--- config.mk ---
export PLATFORM = sky130hd
export DESIGN_NAME = queue_to_sb_sim
export DESIGN_NICKNAME = d
export VERILOG_FILES = /design/src/rtl/queue_to_sb_sim.sv
export SDC_FILE = /design/constraint.sdc
export NUM_CORES = 1
export LEC_CHECK = 0
export ABC_AREA = 1
export CAP_MARGIN = 10
export CORE_AREA = 10 10 168 170
export CTS_BUF_LIST = sky130_fd_sc_hd__clkbuf_4 sky130_fd_sc_hd__clkbuf_8 sky130_fd_sc_hd__clkbuf_16
export DETAILED_ROUTE_END_ITERATION = 16
export DIE_AREA = 0 0 178 180
export GPL_ROUTABILITY_DRIVEN = 0
export GPL_TIMING_DRIVEN = 0
export HOLD_SLACK_MARGIN = 0.08
export REMOVE_ABC_BUFFERS = 1
export SYNTH_ARGS = -nofsm -noshare
export SYNTH_HDL_FRONTEND = slang
export SYNTH_SLANG_ARGS = --single-unit
--- constraint.sdc ---
create_clock -name clk -period 2.3 [get_ports clk]
set_input_delay 0.345 -clock clk [delete_from_list [all_inputs] [get_ports clk]]
set_output_delay 0.345 -clock clk [all_outputs]
set_load 0.005 [all_outputs]
--- src/rtl/queue_to_sb_sim.sv ---
// queue_to_sb_sim: switchboard receive endpoint. Polls a packet queue and
// presents packets on a valid/ready stream through a 2-entry buffer.
module queue_to_sb_sim #(
  parameter int unsigned VALID_MODE_DEFAULT = 0,
  parameter int unsigned DW                 = 416
) (
  input  logic          clk,
  input  logic          rst,
  output logic [DW-1:0] data,
  output logic [31:0]   dest,
  output logic          last,
  output logic          valid,
  input  logic          ready
);
  localparam int unsigned SBDW = 416;
  localparam int unsigned QAW  = 8;
  localparam logic [QAW:0] QONE = (QAW+1)'(1);

  typedef enum logic [1:0] {
    VM_WAIT_READY = 2'd0,
    VM_FULL_RATE  = 2'd1,
    VM_RANDOM     = 2'd2
  } vmode_t;

  logic signed [31:0] id         = -32'sd1;
  vmode_t             valid_mode = vmode_t'(2'(VALID_MODE_DEFAULT));

  // In-module stand-in for the shared-memory queue; tx_send is its producer side.
  logic [SBDW-1:0] q_data [2**QAW];
  logic [31:0]     q_dest [2**QAW];
  logic            q_last [2**QAW];
  logic [QAW:0]    q_wr = '0;
  logic [QAW:0]    q_rd = '0;

  task init(input string uri);
    id = (uri.len() != 0) ? 32'sd0 : -32'sd1;
  endtask

  task set_valid_mode(input int unsigned v);
    valid_mode = vmode_t'(2'(v));
  endtask

  task tx_send(input logic [SBDW-1:0] d, input logic [31:0] de, input logic l);
    logic [QAW:0] level;
    level = q_wr - q_rd;
    if (!level[QAW]) begin
      q_data[q_wr[QAW-1:0]] = d;
      q_dest[q_wr[QAW-1:0]] = de;
      q_last[q_wr[QAW-1:0]] = l;
      q_wr = q_wr + QONE;
    end
  endtask

  logic [DW-1:0] ent_data [2] = '{default: '0};
  logic [31:0]   ent_dest [2] = '{default: '0};
  logic          ent_last [2] = '{default: 1'b0};
  logic          head    = 1'b0;
  logic          tail    = 1'b0;
  logic [1:0]    cnt     = '0;
  logic [DW-1:0] data_q  = '0;
  logic [31:0]   dest_q  = '0;
  logic          last_q  = 1'b0;
  logic          valid_q = 1'b0;
  logic [15:0]   lfsr    = 16'hace1;

  logic            hs, polling, push, present, head_n, show_ok;
  logic [1:0]      kept;
  logic [SBDW-1:0] q_word;

  // Only entries stored before this edge may be shown, so a fresh push
  // becomes visible one edge after it lands.
  always_comb begin
    hs      = valid_q & ready;
    polling = !rst && (id != -32'sd1) && (cnt != 2'd2 || hs);
    push    = polling && (q_wr != q_rd);
    kept    = cnt - {1'b0, hs};
    head_n  = head ^ hs;
    present = (kept != 2'd0);
    q_word  = q_data[q_rd[QAW-1:0]];
    case (valid_mode)
      VM_FULL_RATE: show_ok = 1'b1;
      VM_RANDOM:    show_ok = lfsr[0];
      default:      show_ok = ready;
    endcase
  end

  always_ff @(posedge clk) begin
    if (rst) begin
      valid_q <= 1'b0;
      data_q  <= '0;
      dest_q  <= '0;
      last_q  <= 1'b0;
      cnt     <= '0;
      head    <= 1'b0;
      tail    <= 1'b0;
    end else begin
      if (push) begin
        ent_data[tail] <= q_word[DW-1:0];
        ent_dest[tail] <= q_dest[q_rd[QAW-1:0]];
        ent_last[tail] <= q_last[q_rd[QAW-1:0]];
        tail           <= ~tail;
      end
      cnt  <= kept + {1'b0, push};
      head <= head_n;
      if (!valid_q || hs) begin
        if (present) begin
          valid_q <= show_ok;
          data_q  <= ent_data[head_n];
          dest_q  <= ent_dest[head_n];
          last_q  <= ent_last[head_n];
        end else begin
          valid_q <= 1'b0;
        end
      end
    end
  end

  always_ff @(posedge clk) begin
    lfsr <= {lfsr[14:0], lfsr[15] ^ lfsr[13] ^ lfsr[12] ^ lfsr[10]};
    if (push) q_rd <= q_rd + QONE;
  end

  assign data  = data_q;
  assign dest  = dest_q;
  assign last  = last_q;
  assign valid = valid_q;
endmodule

==> results.cfg, run 1 <==
[outcome]
status = finished clean

[cells_and_area]
fin_nets = 479
nFillCells = 2918
utilization_pct = 9.430
drive_above_1_share_pct = 1.266
fin_area_um2 = 2347
area_delta_synth_final_pct = -33.14
multiInputGateArea_um2 = 1743
layout.area.seq_um2 = 60.06
n_antenna_cell = 0

[worst_setup_path]
cpMaxStageDelayCell = clkdlybuf4s50_1
rrSetupSlack_ns = 1.30
startpoint_type = register
cp-endpoint = valid
worstSetupPathType = reg -> out
cp_data_arrival_time_ns = 1.10
end_kind = output pin
reg2reg_to = valid
startpoint = valid
critPathMaxFanout = 3
slowest_delay_ns = 0.53
crit_chain = clkdlybuf4s50_1
crit_buf_inv = 1
cp.required_ns = 1.96
rr_worst_depth = 6
r2r_start = valid
crit_cells = 1
crit_family = buffers and inverters

[cts]
clock_sinks = 3
cts-htree-levels = 1
cts.hold.buffers_added = 0
cts_buffers = 3
ctsRootBufferMaster = clkbuf_16
cts.clk_slew.worst_paths_ns = 0.03
clk_latency_ns = 0.22
ctsResizeCount = 0
clock_path_buffers = 2
postCtsSetupRepairBufs = 0
cts_tree = built

[timing]
layout_min_cycle_time_ns = 1.441
slew_viol_final = 0
setup_viol_count_final = 0
finalSetupTns_ns = 0
finalHoldViolCount = 0
fin_skew_ns = 0.0005112
fin_crit_sh_pct = 62.66
rsz0062_at_grt = no
fmax_mhz = 693.9

[synthesis]
synth_area_leader_cell = buf_4
synth_top_area_share_pct = 96.01
yosysWarnings = 0
ys_top_cells_by_count = buf_4 (449), inv_1 (5), nand2_1 (4)
syn-instance-count = 468
synth.most_common_cell = buf_4
synth-edff-count = 0
yosysUniqueCellTypes = 10
ys_seq_area_share_pct = 1.711
syn-cell-area_um2 = 3511
syn_area_per_cell_um2 = 7.502
synth_seq_cells = 3
async_reset_ff_share_pct = 0
synth_ff_type = dfxtp_1
synthTopCellsByArea = buf_4 (96%), dfxtp_1 (1.7%), inv_1 (0.53%)

[routing]
via_per_inst = 1.614
final_antenna_net_count = 0
vias = 1298
drc = 0
wire_per_inst_um = 7.784
drt_iter0_markers = 3
routed_wl_um = 6258
drt_first_pass_iters = 4

[floorplan]
die_h_um = 180
fp.dieArea_um2 = 32040
io_pins = 453
initial_core_util_pct = 14.10
die_w_um = 178
design.core.area_um2 = 24890
row_count = 58

[power_and_ir_drop]
seqPwrFrac_pct = 10.2
internal_power_w = 0.0003089
p_leak_nw = 1.581
p_per_area_nw_per_um2 = 247.9
ir_worst_vdd_uv = 368.4
p_comb_share_pct = 40.0
p_sw_share_pct = 46.91
clkPwrFrac_pct = 49.8
netSwitchingPower_w = 0.0002729

[global_route]
track_usage_pct = 2.474
antenna_found_initial = 0
grt_pass1_wl_um = 6727
grt_max_degree = 4
overflow = 0
grt_pass1_vias = 1340

[flow_run]
drv_cap = 0

[place]
dp.final_hpwl_um = 6229
placed_cell_area_um2 = 2265
portBuffers = 3

[worst_hold_path]
min_path_type = reg -> reg
-- power groups by stage --
| stage | combinational (W) | clock (W) | sequential, W |
|---|---|---|---|
| floorplan | 0.000170 | 0 | 0.0000593 |
| global placement | 0.000178 | 0 | 0.0000592 |
| detailed placement | 0.000181 | 0 | 0.0000601 |
| CTS | 0.000181 | 0.000294 | 0.0000593 |
| global route | 0.000275 | 0.000297 | 0.0000599 |
| finish | 0.000233 | 0.000290 | 0.0000593 |
-- cell families (layout without fill, tap and decap cells) --
group	Yosys count	count (layout)	share of synthesized area, %
buf+inv	454	12	96.54
simple gates	7	7	0.8197
flops	3	3	1.711
compound gates	2	2	0.4634
fa+ha+maj	1	1	0.3563
other cells	1	449	0.1068
-- worst reg2reg max path, cell delays in order (launching register included) --
cell	delay, ns
dfxtp_1	0.31
nand2_1	0.06
inv_1	0.04
ha_1	0.28
nand2_1	0.07
inv_1	0.04
a21oi_2	0.12
-- metal layers --
layer	part of all wire [%]	global-route usage (%)	vias up
li1	-	-	515
met3	26	1.006	5
met5	0	0	-
met1	21	1.466	534
met2	52	5.794	244
met4	0.70	0.7005	0
-- state kept, by name (all words and copies together), names as in the netlist --
signal  flops
cnt         2
valid       1
-- cell type report --
class	instances	area share (%)
repair buffers	3	1.279
well taps	330	17.59
multi-input cells	459	74.25
flip-flops and latches	3	2.559
clock buffers	4	3.518
inverters	5	0.7996
-- through the flow --
step / setup WS, ns / power (W) / hold slack, ns / std cells
4_1_cts: 0.8500 / 0.0005351 / 0.5839 / 804
6_report: 0.8588 / 0.0005818 / 0.5753 / 804
3_5_place_dp: 0.7843 / 0.0002415 / 0.5812 / 800
5_1_grt: 0.8090 / 0.0006322 / 0.5932 / 804
3_3_place_gp: 0.8600 / 0.0002377 / 0.5230 / 800
2_1_floorplan: 1.335 / 0.0002295 / 0.4174 / 467
-- worst min path at each step --
stage	startpoint	end	slack [ns]	cells after the start
6_report	cnt[0]	cnt[0]	0.58	3
3_3_place_gp	cnt[1]	cnt[1]	0.52	3
3_5_place_dp	cnt[1]	cnt[1]	0.58	3
5_1_grt	valid	valid	0.59	2
2_1_floorplan	rst	cnt[0]	0.42	1
4_1_cts	valid	valid	0.58	2
-- placed cells by master, fill, tap and decap left out, drive strengths merged --
| cell | instances |
|---|---|
| nor2 | 2 |
| dfxtp | 3 |
| clkbuf | 4 |
| conb | 449 |
| clkdlybuf4s50 | 3 |
| inv | 5 |
| a21oi | 1 |
| nand2 | 5 |
| ha | 1 |
| o21bai | 1 |
No activity file was read; power rests on OpenSTA's default activity.
==> run 2: changes to the inputs <==
Settings changed: CORE_AREA 10 10 168 170 to 10 10 169 171, DIE_AREA 0 0 178 180 to 0 0 179 181.
Clock period 2.3 ns to 1.3 ns, I/O delays scaled along.
==> results.cfg, run 2 (synthesis gave the netlist of run 1 again) <==
[power_and_ir_drop]
p_leak_nw = 1.584
p_per_area_nw_per_um2 = 436.5
ir_worst_vdd_uv = 1363

[cts]
clk_latency_ns = 0.22
clock_sinks = 3
cts.clk_slew.worst_paths_ns = 0.03
cts_buffers = 3
cts_tree = built
ctsRootBufferMaster = clkbuf_16
clock_path_buffers = 2
postCtsSetupRepairBufs = 0
cts-htree-levels = 1

[cells_and_area]
drive_above_1_share_pct = 1.266
nFillCells = 2934
final_cell_mix = conb_1 (449), inv_1 (5), nand2_1 (4), clkbuf_16 (3), dfxtp_1 (3)
fin_area_um2 = 2346
mostFrequentLayoutCell = conb_1
largest_register_ffs = 2
n_antenna_cell = 0
area_delta_synth_final_pct = -33.18
largest-register = cnt
stdcell_count = 804
fin_nets = 479

[routing]
drt_first_pass_iters = 4
drc = 0
drt_iter0_markers = 3
final_antenna_net_count = 0
vias = 1282
via_per_inst = 1.595
routed_wl_um = 6162
wire_per_inst_um = 7.664

[global_route]
antenna_found_initial = 0
track_usage_pct = 2.392
grt_max_degree = 4
grt_pass1_wl_um = 6665
overflow = 0
grt_pass1_vias = 1336

[place]
placed_cell_area_um2 = 2265
dp.final_hpwl_um = 6209
portBuffers = 3
dp.cells = 800

[timing]
layout_min_cycle_time_ns = 1.126
fmax_mhz = 888.4
slew_viol_final = 0
fin_skew_ns = 0.001064
setup_viol_count_final = 0
rsz0062_at_grt = no
finalHoldViolCount = 0
fin_crit_sh_pct = 86.59

[worst_setup_path]
slowest_delay_ns = 0.50
rrSetupSlack_ns = 0.31
cpMaxStageDelayCell = clkdlybuf4s50_1
crit_chain = clkdlybuf4s50_1 > nand2_1 > inv_1 > ha_1 > nand2_1 > inv_1 > a21oi_2
startpoint_type = input port
end_kind = register
cp_data_arrival_time_ns = 1.28
worstSetupPathType = in -> reg
critPathMaxFanout = 3
cp.required_ns = 1.46

[floorplan]
die_w_um = 179
row_count = 58
fp.dieArea_um2 = 32400
io_pins = 453
design.core.area_um2 = 25040
initial_core_util_pct = 14.02
die_h_um = 181

[outcome]
status = finished clean

[flow_run]
drv_cap = 0

[worst_hold_path]
min_path_type = reg -> reg
==> run 2: changes by cell type in the layout (fill, tap and decap cells not counted), sizes merged <==
cell           before  now
clkdlybuf4s50       3    2
dlygate4sd2         0    1
==> run 2: path summary, 6_finish.rpt <==
kind / startpoint / to / cells past startpoint
worst min-delay path: valid / valid / 2
worst max-delay path: ready / valid / 7
worst max register to register: valid / valid / 6
worst min register to register: valid / valid / 2
==> run 2: per-stage QoR <==
stage                     hold slack [ns]  TNS [ns]  setup slack, ns  utilization, %  total power, W
after floorplan                    0.2674         0           0.3624               -       0.0004061
after global placement             0.5230         0         0.009343           9.045       0.0004206
after detailed placement           0.5638  -0.05247         -0.05247           9.045       0.0004264
after CTS                          0.5660         0           0.1661           9.370       0.0009425
after global routing               0.5764         0          0.06413           9.370        0.001124
final                              0.5562         0           0.1743           9.370        0.001024
==> run 2: area by class of cell <==
type	count	area [µm²]	area share (%)
multi-input cells	459	1743	74.29
repair buffers	3	28.78	1.227
flip-flops and latches	3	60.06	2.560
well taps	330	412.9	17.60
clock buffers	4	82.58	3.520
inverters	5	18.77	0.8000
==> run 2: layer usage <==
| metal | vias up | GRT usage (%) | part of all wire, % |
|---|---|---|---|
| met3 | 0 | 0.8757 | 26 |
| met2 | 241 | 5.706 | 53 |
| met5 | - | 0 | 0 |
| met1 | 525 | 1.526 | 21 |
| li1 | 516 | - | - |
| met4 | 0 | 0.2977 | 0 |
==> run 2: repair_timing <==
| item | in CTS | in global routing |
|---|---|---|
| hold buffers | 0 | 0 |
| endpoints found under the setup margin | 1 | 0 |
| gates resized for setup | 1 | 0 |
==> run 2: worst max-delay path, delay by kind of cell <==
family                   cells  cell delay [ns]
adder cells (fa/ha/maj)      1             0.23
AO/OA/AOI/OAI                1             0.11
AND/OR/NAND/NOR              2             0.14
buffers and inverters        3             0.61
==> run 2: power by group <==
group | switching (W) | internal (W)
Sequential | 0.00000395 | 0.000100
Clock | 0.0000853 | 0.000426
Combinational | 0.000390 | 0.0000182
==> run 3: changes to the inputs <==
Settings changed: PLACE_DENSITY set to 0.63.
==> results.cfg, run 3 (synthesis gave the netlist of run 1 again) <==
[worst_setup_path]
slowest_delay_ns = 0.44
critPathMaxFanout = 3
cpMaxStageDelayCell = clkdlybuf4s50_1
r2r_start = valid
worstSetupPathType = in -> reg
end_kind = register
crit_chain = clkdlybuf4s50_1 > nand2_1 > inv_1 > ha_1 > nand2_1 > inv_1 > a21oi_2
rr_worst_depth = 6
cp.required_ns = 1.46
cp_data_arrival_time_ns = 1.30
reg2reg_to = valid
rrSetupSlack_ns = 0.29
startpoint_type = input port

[floorplan]
initial_core_util_pct = 14.02
design.core.area_um2 = 25040
die_h_um = 181
io_pins = 453
fp.dieArea_um2 = 32400
row_count = 58
die_w_um = 179

[routing]
drc = 0
final_antenna_net_count = 0
via_per_inst = 1.616
routed_wl_um = 6293
drt_first_pass_iters = 4
vias = 1299
drt_iter0_markers = 13
wire_per_inst_um = 7.827

[cells_and_area]
multiInputGateArea_um2 = 1743
largest_register_ffs = 2
n_antenna_cell = 0
stdcell_count = 804
layout.area.seq_um2 = 60.06
drive_above_1_share_pct = 1.266
final_cell_mix = conb_1 (449), inv_1 (5), nand2_1 (4), clkbuf_16 (3), dfxtp_1 (3)
fin_nets = 479
area_delta_synth_final_pct = -33.07
nFillCells = 2945
largest-register = cnt
mostFrequentLayoutCell = conb_1

[global_route]
antenna_found_initial = 0
grt_pass1_wl_um = 6741
grt_max_degree = 4
grt_pass1_vias = 1356
overflow = 0
track_usage_pct = 2.447

[flow_run]
drv_cap = 0

[timing]
fin_crit_sh_pct = 87.61
fmax_mhz = 878.1
finalSetupTns_ns = 0
fin_skew_ns = 0.001265
hold_slack_ns = 0.5610
finalHoldViolCount = 0
rsz0062_at_grt = no
slew_viol_final = 0
setup_ws_ns = 0.1611
layout_min_cycle_time_ns = 1.139
setup_viol_count_final = 0

[cts]
clk_latency_ns = 0.22
postCtsSetupRepairBufs = 0
cts_buffers = 3
ctsRootBufferMaster = clkbuf_16
cts-htree-levels = 1
cts.hold.buffers_added = 0
cts_tree = built
cts.clk_slew.worst_paths_ns = 0.03
clock_path_buffers = 2
ctsResizeCount = 0
clock_sinks = 3

[place]
dp.final_hpwl_um = 6258
dp.cells = 800
portBuffers = 3
place_ws_ns = -0.06357

[outcome]
status = finished clean

[worst_hold_path]
min_from = valid
whs_path_depth = 2
min_path_type = reg -> reg
min_to = valid

[power_and_ir_drop]
ir_worst_vdd_uv = 600.0
p_leak_nw = 1.596
p_per_area_nw_per_um2 = 437.1
## run 3: cell types whose count changed in the layout (fill, tap and decap cells not counted)
cell,before,now
dlygate4sd2_1,1,0
dlymetal6s2s_1,0,1
## run 3: worst max path at each step
stage | startpoint | end | slack, ns | cells after the start
floorplan | valid | valid | 0.36 | 6
global placement | ready | valid | 0.008 | 7
detailed placement | ready | valid | -0.06 | 7
CTS | valid | valid | 0.009 | 1
global route | ready | cnt[1] | 0.09 | 8
finish | ready | valid | 0.16 | 7
## run 3: worst max-delay path: cells and delay by family
family                     cells  cell delay (ns)
AOI/OAI and AO/OA              1             0.11
adders and majority gates      1             0.29
buffers and inverters          3             0.53
and+or+nand+nor                2             0.17
## run 3: metal layers
| layer | wire length [µm] | share of wire (%) | up-vias | global-route usage [%] |
|---|---|---|---|---|
| met4 | 25 | 0.40 | 0 | 0.5954 |
| met2 | 3289 | 52 | 243 | 5.765 |
| li1 | - | - | 514 | - |
| met1 | 1291 | 21 | 540 | 1.477 |
| met5 | 0 | 0 | - | 0 |
| met3 | 1686 | 27 | 2 | 0.9591 |
## run 3: cell type report
| cell class | instances | share of cell area (%) |
|---|---|---|
| Multi-Input combinational cell | 459 | 74.17 |
| Tap cell | 330 | 17.57 |
| Clock buffer | 4 | 3.514 |
| Sequential cell | 3 | 2.556 |
| Timing Repair Buffer | 3 | 1.384 |
| Inverter | 5 | 0.7987 |
## run 3: report_power, final
part | internal (W) | switching (W)
Clock | 0.000426 | 0.0000840
Sequential | 0.000100 | 0.00000424
Combinational | 0.0000197 | 0.000393
## run 3: through the flow
| stage | cell area [µm²] | power (W) | util (%) |
|---|---|---|---|
| after floorplan | 1822 | 0.0004061 | - |
| after global placement | 2265 | 0.0004203 | 9.045 |
| after detailed placement | 2265 | 0.0004268 | 9.045 |
| after CTS | 2347 | 0.0009472 | 9.375 |
| after global routing | 2350 | 0.001124 | 9.385 |
| final | 2350 | 0.001027 | 9.385 |
